File: src/rtl/shk_uart_pkg.sv
// Shared types and helpers for the buffered shake UART bridge.
// Optional parity support is selected with the SHK_UART_PARITY_EN macro in the top.
package shk_uart_pkg;

  typedef enum logic [2:0] {
    ST_IDLE   = 3'd0,
    ST_START  = 3'd1,
    ST_DATA   = 3'd2,
    ST_PARITY = 3'd3,
    ST_STOP   = 3'd4
  } uart_st_e;

  localparam int ERR_FRAME  = 0;
  localparam int ERR_OVF    = 1;
  localparam int ERR_PAR    = 2;
  localparam int ERR_FSTART = 3;

  // Bits needed to hold values 0..v-1 (at least 1).
  function automatic int LOG2(input int v);
    int r;
    r = 1;
    while ((1 << r) < v) r++;
    return r;
  endfunction

endpackage

File: src/rtl/shk_uart_sfifo.sv
// Synchronous first-word-fall-through FIFO with a registered head word.
// Push is refused when full even if a pop happens in the same cycle.
module shk_uart_sfifo
  import shk_uart_pkg::*;
#(
  parameter int WIDTH = 8,
  parameter int DEPTH = 16,
  localparam int AW   = LOG2(DEPTH)
) (
  input  logic             clk_i,
  input  logic             rst_ni,
  input  logic             push_i,
  input  logic [WIDTH-1:0] wdata_i,
  input  logic             pop_i,
  output logic             full_o,
  output logic             empty_o,
  output logic [AW:0]      count_o,
  output logic [WIDTH-1:0] rdata_o
);

  logic [WIDTH-1:0] mem_q [DEPTH];
  logic [AW-1:0]    wr_ptr_q, rd_ptr_q, rd_nxt;
  logic [AW:0]      cnt_q;
  logic [WIDTH-1:0] head_q;
  logic             do_push, do_pop;

  assign full_o  = (cnt_q == (AW+1)'(DEPTH));
  assign empty_o = (cnt_q == '0);
  assign count_o = cnt_q;
  assign rdata_o = head_q;
  assign do_push = push_i && !full_o;
  assign do_pop  = pop_i && !empty_o;
  assign rd_nxt  = rd_ptr_q + 1'b1;

  // Storage array; no reset needed, the head register masks it.
  always_ff @(posedge clk_i) begin
    if (do_push) mem_q[wr_ptr_q] <= wdata_i;
  end

  // Pointers wrap naturally (power-of-two depth); head register tracks the oldest word.
  always_ff @(posedge clk_i or negedge rst_ni) begin
    if (!rst_ni) begin
      wr_ptr_q <= '0;
      rd_ptr_q <= '0;
      cnt_q    <= '0;
      head_q   <= '0;
    end else begin
      if (do_push) wr_ptr_q <= wr_ptr_q + 1'b1;
      if (do_pop)  rd_ptr_q <= rd_nxt;
      case ({do_push, do_pop})
        2'b10:   cnt_q <= cnt_q + 1'b1;
        2'b01:   cnt_q <= cnt_q - 1'b1;
        default: cnt_q <= cnt_q;
      endcase
      // Incoming word becomes head when the FIFO is (or is about to be) empty.
      if (do_push && (empty_o || (do_pop && cnt_q == (AW+1)'(1))))
        head_q <= wdata_i;
      else if (do_pop && cnt_q > (AW+1)'(1))
        head_q <= mem_q[rd_nxt];
    end
  end

endmodule

File: src/rtl/shk_uart_fifo_bridge.sv
// Buffered full-duplex UART bridge between shake valid/ready streams and a UART pin pair.
// Define SHK_UART_PARITY_EN to add a parity bit (sense set by MD_PARITY_ODD) on TX and RX.
module shk_uart_fifo_bridge
  import shk_uart_pkg::*;
#(
  parameter int NB_SYS_FRE    = 100_000_000,
  parameter int NB_BAUD_RATE  = 115200,
  parameter int WD_SHK_DATA   = 8,
  parameter int NB_STOP_BITS  = 1,
  parameter int NB_FIFO_DEPTH = 16,
  parameter int MD_PARITY_ODD = 0,
  parameter int WD_ERR_INFO   = 4
) (
  input  logic                   i_sys_clk,
  input  logic                   i_sys_resetn,
  input  logic                   s_shk_wr_valid,
  input  logic [WD_SHK_DATA-1:0] s_shk_wr_mdata,
  output logic                   s_shk_wr_ready,
  output logic                   m_shk_rd_valid,
  output logic [WD_SHK_DATA-1:0] m_shk_rd_mdata,
  input  logic                   m_shk_rd_ready,
  input  logic                   s_port_uart_mtx,
  output logic                   s_port_uart_mrx,
  input  logic                   i_err_clr,
  output logic [WD_ERR_INFO-1:0] m_err_uart_info1
);

  localparam int NB_BAUD_NUMB = NB_SYS_FRE / NB_BAUD_RATE;
  localparam int WB = LOG2(NB_BAUD_NUMB);
  localparam int WN = LOG2(WD_SHK_DATA + 1);
  localparam int AW = LOG2(NB_FIFO_DEPTH);
  localparam logic [WB-1:0] BAUD_LAST = WB'(NB_BAUD_NUMB - 1);
  localparam logic [WB-1:0] BAUD_MID  = WB'(NB_BAUD_NUMB / 2 - 1);
  localparam logic [WN-1:0] DATA_LAST = WN'(WD_SHK_DATA - 1);
  localparam logic [WN-1:0] STOP_LAST = WN'(NB_STOP_BITS - 1);

  // ---------------- FIFOs ----------------
  logic                   tx_full, tx_empty, tx_pop;
  logic [WD_SHK_DATA-1:0] tx_dout;
  logic [AW:0]            tx_cnt_w, rx_cnt_w;
  logic                   rx_full, rx_empty, rx_push;
  logic [WD_SHK_DATA-1:0] rx_sh_q;
  logic                   unused_cfg;

  shk_uart_sfifo #(.WIDTH(WD_SHK_DATA), .DEPTH(NB_FIFO_DEPTH)) u_tx_fifo (
    .clk_i(i_sys_clk), .rst_ni(i_sys_resetn),
    .push_i(s_shk_wr_valid), .wdata_i(s_shk_wr_mdata), .pop_i(tx_pop),
    .full_o(tx_full), .empty_o(tx_empty), .count_o(tx_cnt_w), .rdata_o(tx_dout)
  );

  shk_uart_sfifo #(.WIDTH(WD_SHK_DATA), .DEPTH(NB_FIFO_DEPTH)) u_rx_fifo (
    .clk_i(i_sys_clk), .rst_ni(i_sys_resetn),
    .push_i(rx_push), .wdata_i(rx_sh_q), .pop_i(m_shk_rd_ready),
    .full_o(rx_full), .empty_o(rx_empty), .count_o(rx_cnt_w), .rdata_o(m_shk_rd_mdata)
  );

  assign s_shk_wr_ready = !tx_full;
  assign m_shk_rd_valid = !rx_empty;
  assign unused_cfg     = ^{tx_cnt_w, rx_cnt_w, 1'(MD_PARITY_ODD)};

`ifdef SHK_UART_PARITY_EN
  localparam logic PAR_ODD = 1'(MD_PARITY_ODD);
`endif

  // ---------------- TX ----------------
  uart_st_e               tx_st_q;
  logic [WB-1:0]          tx_cnt_q;
  logic [WN-1:0]          tx_bit_q;
  logic [WD_SHK_DATA-1:0] tx_sh_q;
  logic                   tx_par_q;
  logic                   mrx_q, tx_line, tx_end;

  assign tx_end = (tx_cnt_q == BAUD_LAST);
  // Pop when idle, or at the very end of the last stop bit for back-to-back frames.
  assign tx_pop = !tx_empty &&
                  (tx_st_q == ST_IDLE || (tx_st_q == ST_STOP && tx_end && tx_bit_q == STOP_LAST));
  assign s_port_uart_mrx = mrx_q;

  // Line level implied by the current TX state; registered one cycle later onto the pin.
  always_comb begin
    tx_line = 1'b1;
    case (tx_st_q)
      ST_START:  tx_line = 1'b0;
      ST_DATA:   tx_line = tx_sh_q[0];
      ST_PARITY: tx_line = tx_par_q;
      default:   tx_line = 1'b1;
    endcase
  end

  // TX FSM with baud and bit counters; pin driven from a register.
  always_ff @(posedge i_sys_clk or negedge i_sys_resetn) begin
    if (!i_sys_resetn) begin
      tx_st_q  <= ST_IDLE;
      tx_cnt_q <= '0;
      tx_bit_q <= '0;
      tx_sh_q  <= '0;
      tx_par_q <= 1'b0;
      mrx_q    <= 1'b1;
    end else begin
      mrx_q <= tx_line;
      if (tx_pop) begin
        tx_st_q  <= ST_START;
        tx_cnt_q <= '0;
        tx_bit_q <= '0;
        tx_sh_q  <= tx_dout;
`ifdef SHK_UART_PARITY_EN
        tx_par_q <= (^tx_dout) ^ PAR_ODD;
`else
        tx_par_q <= 1'b0;
`endif
      end else begin
        tx_cnt_q <= tx_end ? '0 : tx_cnt_q + 1'b1;
        case (tx_st_q)
          ST_START: if (tx_end) tx_st_q <= ST_DATA;
          ST_DATA: if (tx_end) begin
            tx_sh_q <= {1'b0, tx_sh_q[WD_SHK_DATA-1:1]};
            if (tx_bit_q == DATA_LAST) begin
              tx_bit_q <= '0;
`ifdef SHK_UART_PARITY_EN
              tx_st_q  <= ST_PARITY;
`else
              tx_st_q  <= ST_STOP;
`endif
            end else begin
              tx_bit_q <= tx_bit_q + 1'b1;
            end
          end
          ST_PARITY: if (tx_end) tx_st_q <= ST_STOP;
          ST_STOP: if (tx_end) begin
            if (tx_bit_q == STOP_LAST) tx_st_q <= ST_IDLE;
            else                       tx_bit_q <= tx_bit_q + 1'b1;
          end
          default: tx_cnt_q <= '0;
        endcase
      end
    end
  end

  // ---------------- RX ----------------
  logic          rx_s1_q, rx_s2_q, rx_prev_q;
  uart_st_e      rx_st_q;
  logic [WB-1:0] rx_cnt_q;
  logic [WN-1:0] rx_bit_q;
  logic          rx_perr, rx_end, rx_stop_smp;
  logic          set_frame, set_ovf, set_par, set_fstart;

  assign rx_end      = (rx_cnt_q == BAUD_LAST);
  assign rx_stop_smp = (rx_st_q == ST_STOP) && rx_end;
  assign rx_push     = rx_stop_smp && rx_s2_q && !rx_perr;
  assign set_frame   = rx_stop_smp && !rx_s2_q;
  assign set_par     = rx_stop_smp && rx_s2_q && rx_perr;
  assign set_ovf     = rx_push && rx_full;
  assign set_fstart  = (rx_st_q == ST_START) && (rx_cnt_q == BAUD_MID) && rx_s2_q;

  // Two-flop synchroniser plus a delayed copy for falling-edge detection.
  always_ff @(posedge i_sys_clk or negedge i_sys_resetn) begin
    if (!i_sys_resetn) begin
      rx_s1_q   <= 1'b1;
      rx_s2_q   <= 1'b1;
      rx_prev_q <= 1'b1;
    end else begin
      rx_s1_q   <= s_port_uart_mtx;
      rx_s2_q   <= rx_s1_q;
      rx_prev_q <= rx_s2_q;
    end
  end

`ifdef SHK_UART_PARITY_EN
  logic rx_perr_q;
  assign rx_perr = rx_perr_q;
`else
  assign rx_perr = 1'b0;
`endif

  // RX FSM: only a falling edge re-arms, so a line held low after a bad stop is ignored.
  always_ff @(posedge i_sys_clk or negedge i_sys_resetn) begin
    if (!i_sys_resetn) begin
      rx_st_q  <= ST_IDLE;
      rx_cnt_q <= '0;
      rx_bit_q <= '0;
      rx_sh_q  <= '0;
`ifdef SHK_UART_PARITY_EN
      rx_perr_q <= 1'b0;
`endif
    end else begin
      case (rx_st_q)
        ST_IDLE: begin
          rx_cnt_q <= '0;
          rx_bit_q <= '0;
          if (rx_prev_q && !rx_s2_q) begin
            rx_st_q <= ST_START;
`ifdef SHK_UART_PARITY_EN
            rx_perr_q <= 1'b0;
`endif
          end
        end
        ST_START: begin
          if (rx_cnt_q == BAUD_MID) begin
            rx_cnt_q <= '0;
            rx_st_q  <= rx_s2_q ? ST_IDLE : ST_DATA;
          end else begin
            rx_cnt_q <= rx_cnt_q + 1'b1;
          end
        end
        ST_DATA: begin
          rx_cnt_q <= rx_end ? '0 : rx_cnt_q + 1'b1;
          if (rx_end) begin
            rx_sh_q <= {rx_s2_q, rx_sh_q[WD_SHK_DATA-1:1]};
            if (rx_bit_q == DATA_LAST) begin
              rx_bit_q <= '0;
`ifdef SHK_UART_PARITY_EN
              rx_st_q  <= ST_PARITY;
`else
              rx_st_q  <= ST_STOP;
`endif
            end else begin
              rx_bit_q <= rx_bit_q + 1'b1;
            end
          end
        end
        ST_PARITY: begin
          rx_cnt_q <= rx_end ? '0 : rx_cnt_q + 1'b1;
          if (rx_end) begin
            rx_st_q <= ST_STOP;
`ifdef SHK_UART_PARITY_EN
            rx_perr_q <= rx_s2_q ^ (^rx_sh_q) ^ PAR_ODD;
`endif
          end
        end
        ST_STOP: begin
          rx_cnt_q <= rx_end ? '0 : rx_cnt_q + 1'b1;
          if (rx_end) rx_st_q <= ST_IDLE;
        end
        default: rx_st_q <= ST_IDLE;
      endcase
    end
  end

  // ---------------- Errors ----------------
  logic [WD_ERR_INFO-1:0] err_q, err_d;

  // Sticky error bits; a set in the same cycle as a clear wins.
  always_comb begin
    err_d = err_q;
    if (i_err_clr) err_d = '0;
    if (set_frame)  err_d[ERR_FRAME]  = 1'b1;
    if (set_ovf)    err_d[ERR_OVF]    = 1'b1;
    if (set_par)    err_d[ERR_PAR]    = 1'b1;
    if (set_fstart) err_d[ERR_FSTART] = 1'b1;
  end

  // Error register.
  always_ff @(posedge i_sys_clk or negedge i_sys_resetn) begin
    if (!i_sys_resetn) err_q <= '0;
    else               err_q <= err_d;
  end

  assign m_err_uart_info1 = err_q;

endmodule

File: config.mk
export PLATFORM = sky130hd
export DESIGN_NAME = shk_uart_fifo_bridge
export DESIGN_NICKNAME = d
export VERILOG_FILES = /design/src/rtl/shk_uart_pkg.sv /design/src/rtl/shk_uart_sfifo.sv /design/src/rtl/shk_uart_fifo_bridge.sv
export SDC_FILE = /design/constraint.sdc
export NUM_CORES = 1
export LEC_CHECK = 0
export BUFFER_PORTS_ARGS = -buffer_cell sky130_fd_sc_hd__buf_2
export CAP_MARGIN = 20
export CORE_MARGIN = 2
export CORE_UTILIZATION = 59
export CTS_CLUSTER_DIAMETER = 50
export DETAILED_ROUTE_END_ITERATION = 12
export PLACE_DENSITY = 0.72
export SLEW_MARGIN = 20
export SYNTH_ARGS = -nofsm -noshare
export SYNTH_HDL_FRONTEND = slang
export SYNTH_SLANG_ARGS = --single-unit
File: constraint.sdc
create_clock -name i_sys_clk -period 4.05 [get_ports i_sys_clk]
set_input_delay 0.2025 -clock i_sys_clk [delete_from_list [all_inputs] [get_ports i_sys_clk]]
set_output_delay 0.2025 -clock i_sys_clk [all_outputs]
set_load 0.01 [all_outputs]
### After elaboration in Yosys (flattened, before gate mapping)

Memories as Yosys holds them, arrays and structs flattened.
Index checks and enable logic that the tools add are counted.

| storage, ports and cells | value |
|---|---|
| output and inout port bits | 15 |
| memories | 2 |
| bits in writable memories | 256 |
| logic and storage cells | 177 |
| register bits after elaboration | 99 |

Memory list:

| memory | depth | bits a word | read ports | clocked after Yosys merged registers in | wr ports | RTL line | source |
|---|---|---|---|---|---|---|---|
| u_rx_fifo.mem_q | 16 | 8 | 1 | 0 | 1 | shk_uart_sfifo.sv:21 | `logic [WIDTH-1:0] mem_q [DEPTH];` |
| u_tx_fifo.mem_q | 16 | 8 | 1 | 0 | 1 | shk_uart_sfifo.sv:21 |  |

| operators by class | value |
|---|---|
| equal/unequal tests | 34 |
| mux-type cells | 49 |
| magnitude comparators | 2 |
| $add $sub $neg | 12 |
| reductions and logical operators | 55 |

Operator list:

| cell | count |
|---|---|
| 2-to-1 mux 8 bit | 7 |
| 2-to-1 mux 10 bit | 5 |
| 2-to-1 mux 3 bit | 13 |
| 2-to-1 mux 4 bit | 8 |
| case mux 10 bit (3 select lines) | 1 |
| adder 4 x 1 -> 4 bit, second input constant | 6 |
| adder 10 x 1 -> 10 bit, second input constant | 2 |
| equality test 10 bit, second input constant | 2 |
| logical AND 1 bit | 20 |
| case mux 5 bit (2 select lines) | 2 |
| nonzero test 2 bit | 10 |
| inequality test 3 x 2 -> 1 bit, second input constant | 6 |
| case mux 4 bit (2 select lines) | 2 |
| case mux 3 bit (5 select lines) | 1 |
| equality test 3 x 2 -> 1 bit, second input constant | 4 |
| case mux 3 bit (4 select lines) | 1 |
| adder 5 x 1 -> 5 bit, second input constant | 2 |
| equality test 10 x 9 -> 1 bit, second input constant | 1 |
| equality test 5 x 1 -> 1 bit, second input constant | 2 |
| equality test 5 bit, second input constant | 2 |
| greater-than comparator 5 x 1 -> 1 bit, second input constant | 2 |
| logical NOT 5 bit | 2 |
| inequality test 2 bit, second input constant | 5 |
| subtractor 5 x 1 -> 5 bit, second input constant | 2 |
| 23 further kinds | 44 |

### Logic depth before layout (Yosys ltp)

| logic depth | value |
|---|---|
| word-level depth | 10 |
| depth in mapped cells | 12 |

### Modules after synthesis

A second synthesis with hierarchy kept.

| unflattened totals | value |
|---|---|
| cell total of the unflattened synthesis | 964 |
| area total of the unflattened synthesis | 15394.8 µm² |

By module, submodules not included:

| module | seq. area each (µm²) | cells an instance | times used | area each (µm²) |
|---|---|---|---|---|
| shk_uart_sfifo | 4369.2 | 342 | 2 | 6246.0 |
| shk_uart_fifo_bridge | 1431.4 | 280 | 1 | 2902.8 |

### Worst setup path after synthesis

OpenSTA, ideal clock, no wires.

| timing | value |
|---|---|
| kind | reg-to-reg |
| start | register tx_bit_q[0] |
| end | register u_tx_fifo.cnt_q[2], in the netlist u_tx_fifo.count_o[2] |
| arrival time | 2.751 ns |
| slack | 1.168 ns |
| buffers on the path | 1 |
| cell stages (with the launch flop) | 12 |
| cell sequence | dfrtp_1 -> inv_1 -> ha_1 -> or3b_2 -> o41ai_2 -> nand2_1 -> inv_2 -> buf_2 -> ha_1 -> mux2i_1 -> nor2_1 -> xor2_1 |

| between the ends | value |
|---|---|
| word-level cells in the longest chain between the ends | 7 |
| elaborated cells on any way between the ends | 9 |
| those cells by class | eq/ne: 2; mux: 1; reduce/logical: 6 |

Ends and longest elaborated chain:

| item | RTL line | source |
|---|---|---|
| start, declared | shk_uart_fifo_bridge.sv:68 | `logic [WN-1:0] tx_bit_q;` |
| start signal, assigned | shk_uart_fifo_bridge.sv:125 | `tx_bit_q <= tx_bit_q + 1'b1;` |
| start signal, assigned | shk_uart_fifo_bridge.sv:131 | `else tx_bit_q <= tx_bit_q + 1'b1;` |
| logical NOT 4 bit (*) | shk_uart_fifo_bridge.sv:76 | `(tx_st_q == ST_IDLE \|\| (tx_st_q == ST_STOP && tx_end && tx_bit_q == STOP_LAST));` |
| logical AND 1 bit (*) | shk_uart_fifo_bridge.sv:76 |  |
| logical OR 1 bit (*) | shk_uart_fifo_bridge.sv:76 |  |
| logical AND 1 bit (*) | shk_uart_fifo_bridge.sv:75 | `assign tx_pop = !tx_empty &&` |
| logical AND 1 bit (*) | shk_uart_sfifo.sv:32 | `assign do_pop = pop_i && !empty_o;` |
| net u_tx_fifo.do_pop | shk_uart_sfifo.sv:25 | `logic do_push, do_pop;` |
| equality test 2 x 1 -> 1 bit / equality test 2 bit (equally long branches) | shk_uart_sfifo.sv:50 | `case ({do_push, do_pop})` |
| case mux 5 bit (2 select lines) / nonzero test 2 bit (equally long branches) | - |  |
| end signal, assigned | shk_uart_sfifo.sv:51 | `2'b10: cnt_q <= cnt_q + 1'b1;` |
| end signal, assigned | shk_uart_sfifo.sv:52 | `2'b01: cnt_q <= cnt_q - 1'b1;` |
| end signal, assigned | shk_uart_sfifo.sv:53 | `default: cnt_q <= cnt_q;` |
| end, declared | shk_uart_sfifo.sv:23 | `logic [AW:0] cnt_q;` |

The timed path passes the listed nets; every way through them passes the cells marked *.
A chain may end at the register's enable or synchronous reset.

### Worst setup path after layout

| timing | value |
|---|---|
| start | register tx_bit_q[0] |
| end | register u_tx_fifo.cnt_q[3], in the netlist u_tx_fifo.count_o[3] |

| between the ends | value |
|---|---|
| word-level cells in the longest chain between the ends | 7 |
| elaborated cells on any way between the ends | 9 |
| those cells by class | eq/ne: 2; mux: 1; reduce/logical: 6 |

Ends and longest elaborated chain:

| item | RTL line |
|---|---|
| logical NOT 4 bit (*) | shk_uart_fifo_bridge.sv:76 |
| logical AND 1 bit (*) | shk_uart_fifo_bridge.sv:76 |
| logical OR 1 bit (*) | shk_uart_fifo_bridge.sv:76 |
| logical AND 1 bit (*) | shk_uart_fifo_bridge.sv:75 |
| logical AND 1 bit (*) | shk_uart_sfifo.sv:32 |
| equality test 2 x 1 -> 1 bit / equality test 2 bit (equally long branches) | shk_uart_sfifo.sv:50 |
| case mux 5 bit (2 select lines) / nonzero test 2 bit (equally long branches) | - |

Every way passes the cells marked *; elsewhere a longest branch is shown, timed or not.

==> results.sh <==
export IMPL_status="finished clean"
export IMPL_die_w_um=163.6
export IMPL_slew_headroom_pct=32.67
export IMPL_io_pins=29
export IMPL_instances_no_fill=1328
export IMPL_cts_buffer_depth=3
export IMPL_syn_nets=959
export IMPL_maxSlewViolCount=0
export IMPL_synth_area_leaders="edfxtp_1, dfrtp_1, mux4_2"
export IMPL_vdd_drop_max_mv=0.5018
export IMPL_synth_seq_cells=355
export IMPL_yosys_warnings=0
export IMPL_gp_congestion=0.7837
export IMPL_syn_inst=920
export IMPL_row_count=58
export IMPL_via_per_inst=5.983
export IMPL_period_share_pct=77.58
export IMPL_worst_pin_slew_ns=1.007
export IMPL_cpPeakStageDelay_ns=0.51
export IMPL_yosysTopAreaCellShare_pct=51.15
export IMPL_yosys_area_top_type="edfxtp_1"
export IMPL_cp_slowest_cell="or3b_2"
export IMPL_synth_area_mm2=0.01503
export IMPL_min_period_ns=3.142
export IMPL_dp_hpwl_um=17710
export IMPL_nFillCells=1713
export IMPL_diodes=0
export IMPL_end_kind="register"
export IMPL_grt_pass1_wl_um=44750
export IMPL_drc=0
export IMPL_powerDensity_mw_per_mm2=627.3
export IMPL_cp_required_ns=4.43
export IMPL_final_cell_mix="edfxtp_1, dfrtp_1, mux4_2, nand2_1"
export IMPL_hold_viol=0
export IMPL_clock_latency_ns=0.52
export IMPL_synthArstFlopShare_pct=27.89
export IMPL_seqCellArea_mm2=0.01017
export IMPL_drive_gt1_share_pct=20.54
export IMPL_synth_seq_area_share_pct=67.67
export IMPL_ys_types=68
export IMPL_cts_buffers=38
export IMPL_cts_tree="done"
export IMPL_first_global_vias=8066
export IMPL_crit_type="register to register"
export IMPL_grt_ovfl_total=0
export IMPL_maxCapViolCount=0
export IMPL_clk_pin_slew_worst_paths_ns=0.06
export IMPL_placed_cells=1256
export IMPL_synthFlopType="edfxtp_1"
export IMPL_post_drt_wl_per_cell_um=21.14
export IMPL_p_leak_nw=5.630
export IMPL_min_path_type="input pin to register"
export IMPL_antenna_found_initial=0
export IMPL_root_buffer="clkbuf_16"
export IMPL_worst_clock_skew_ns=0.01939
export IMPL_rsz0062_at_grt="no"
export IMPL_drtIter0Drc=638
export IMPL_htreeDepth=2
export IMPL_grt_use_total_pct=21.90
export IMPL_worstSetupStartpointType="register"
export IMPL_post_cts_resized=0
export IMPL_cp_arrival_ns=3.53
export IMPL_vias=7945
export IMPL_syn_to_final_growth_pct=11.82
export IMPL_antenna_left=0
export IMPL_synth_edf_count=256
export IMPL_initial_core_util_pct=59.85
export IMPL_final_common_cell="edfxtp_1"
export IMPL_fmax_mhz=318.3
export IMPL_grt_max_degree=62
export IMPL_core_area_mm2=0.02511
export IMPL_fin_nets=1008
export IMPL_tns_ns=0
export IMPL_totalWireLength_um=28070
export IMPL_cp_cell_sequence="inv_1 -> ha_1 -> or3b_2 -> o41ai_2 -> nand2_1 -> inv_2 -> ha_1 -> nor2_1 -> a21oi_1 -> nor2_1 -> xor2_1"
export IMPL_dieHeight_um=163.6
export IMPL_path_max_fanout=19
export IMPL_cts_sinks=355
export IMPL_post_cts_buffers=0
export IMPL_die_area_mm2=0.02676
export IMPL_synth_area_per_cell_um2=16.33
export IMPL_setup_violations=0
export IMPL_multi_input_area_mm2=0.004601
export IMPL_port_buffers=27
export IMPL_dr_pass1_iters=5
==> layout make-up <==
cell class	count	share of cell area [%]
inverters	26	0.5807
clock buffers	51	6.567
clock inverters	18	0.7743
flip-flops and latches	355	60.53
multi-input cells	502	27.38
well taps	330	2.457
repair buffers	46	1.712
==> metal layers <==
metal	routed length (um)	part of all wire, %	track usage [%]
met3	1334	4.8	3.530
met2	13780	49	35.90
met5	0	0	0
met4	517	1.8	5.463
met1	12440	44	31.25
==> Yosys cell counts (4+ instances only) <==
library cell / instances
nand3b_1: 5
or3_1: 5
nor2_1: 41
ha_1: 25
buf_1: 5
nor2b_1: 14
clkbuf_1: 21
a221o_1: 8
a211oi_1: 17
nor3_1: 10
dfrtp_1: 95
nand2_1: 64
o21ai_0: 26
inv_1: 25
nor4_1: 6
mux2_2: 10
dfstp_2: 4
nor3b_1: 4
o211ai_1: 7
nand2b_1: 12
xor2_1: 13
and2_1: 30
mux2i_1: 16
nand3_1: 19
mux4_2: 72
a21oi_1: 11
nand4b_1: 4
o221a_1: 8
nand4_1: 4
edfxtp_1: 256
xnor2_1: 22
buf_2: 7
==> state kept, by name, indices dropped and copies added (netlist names), 5 cells and up <==
| name | count |
|---|---|
| u_rx_fifo.mem_q | 128 |
| u_tx_fifo.mem_q | 128 |
| rx_cnt_q | 10 |
| tx_cnt_q | 10 |
| rx_sh_q | 8 |
| tx_sh_q | 8 |
| u_rx_fifo.rdata_o | 8 |
| u_tx_fifo.rdata_o | 8 |
| u_rx_fifo.count_o | 5 |
| u_tx_fifo.count_o | 5 |
==> worst paths after layout <==
kind / slack [ns] / to / start / cells past startpoint
hold / removal: 0.11 / u_tx_fifo.mem_q[10][4]$_DFFE_PP_ / s_shk_wr_mdata[4] / 1
hold reg to reg: 0.36 / rx_s2_q$_DFF_PN1_ / rx_s1_q$_DFF_PN1_ / 0
setup / recovery: 0.91 / u_tx_fifo.count_o[3]$_DFFE_PN0P_ / tx_bit_q[0]$_DFFE_PN0P_ / 11
min in group asynchronous: 0.31 / rx_cnt_q[0]$_DFFE_PN0P_ / i_sys_resetn / 2
setup reg to reg: 0.91 / u_tx_fifo.count_o[3]$_DFFE_PN0P_ / tx_bit_q[0]$_DFFE_PN0P_ / 11
max in group asynchronous: 2.87 / u_tx_fifo.rd_ptr_q[0]$_DFFE_PN0P_ / i_sys_resetn / 3
==> worst max-delay path: cells and delay by family (launching register included) <==
kind | cells | cell delay (ns)
AOI/OAI and AO/OA | 2 | 0.63
xor gates and xnor gates | 1 | 0.14
adders and majority gates | 2 | 0.47
buffers and inverters | 2 | 0.38
DFF | 1 | 0.42
and+or+nand+nor | 4 | 0.97
==> metrics by stage <==
| step | util (%) | worst slack, ns | cell area, um^2 | hold slack, ns | power [mW] |
|---|---|---|---|---|---|
| floorplan | - | 1.168 | 15030 | -0.09309 | 6.534 |
| global placement | 61.89 | 1.014 | 15540 | 0.3082 | 7.220 |
| detailed placement | 61.89 | 0.9506 | 15540 | 0.3157 | 7.258 |
| CTS | 66.93 | 0.9402 | 16800 | 0.09309 | 10.63 |
| global route | 66.93 | 0.6621 | 16800 | 0.1036 | 11.04 |
| finish | 66.93 | 0.9082 | 16800 | 0.1127 | 10.54 |
==> cells by family (layout without fill, tap and decap cells) <==
logic type | count (synthesis) | count (layout) | synth area share, %
buf+inv | 63 | 141 | 1.807
other cells | 1 | 1 | 0.02495
mux | 98 | 98 | 12.61
fa+ha+maj | 25 | 25 | 2.081
flops | 355 | 355 | 67.67
xor+xnor | 35 | 35 | 2.040
compound gates | 104 | 104 | 5.287
simple gates | 239 | 239 | 8.484
==> where the power goes <==
group	switching (mW)	internal [mW]	total, mW
registers	0.306	4.26	4.56
clock network	1.38	1.99	3.37
logic	1.42	1.19	2.61
==> what timing repair did <==
item,in CTS,in global routing
hold buffers,3,0
endpoints found under the setup margin,0,0
hold endpoints to repair,62,0
Power figures use the tool's default switching activity.
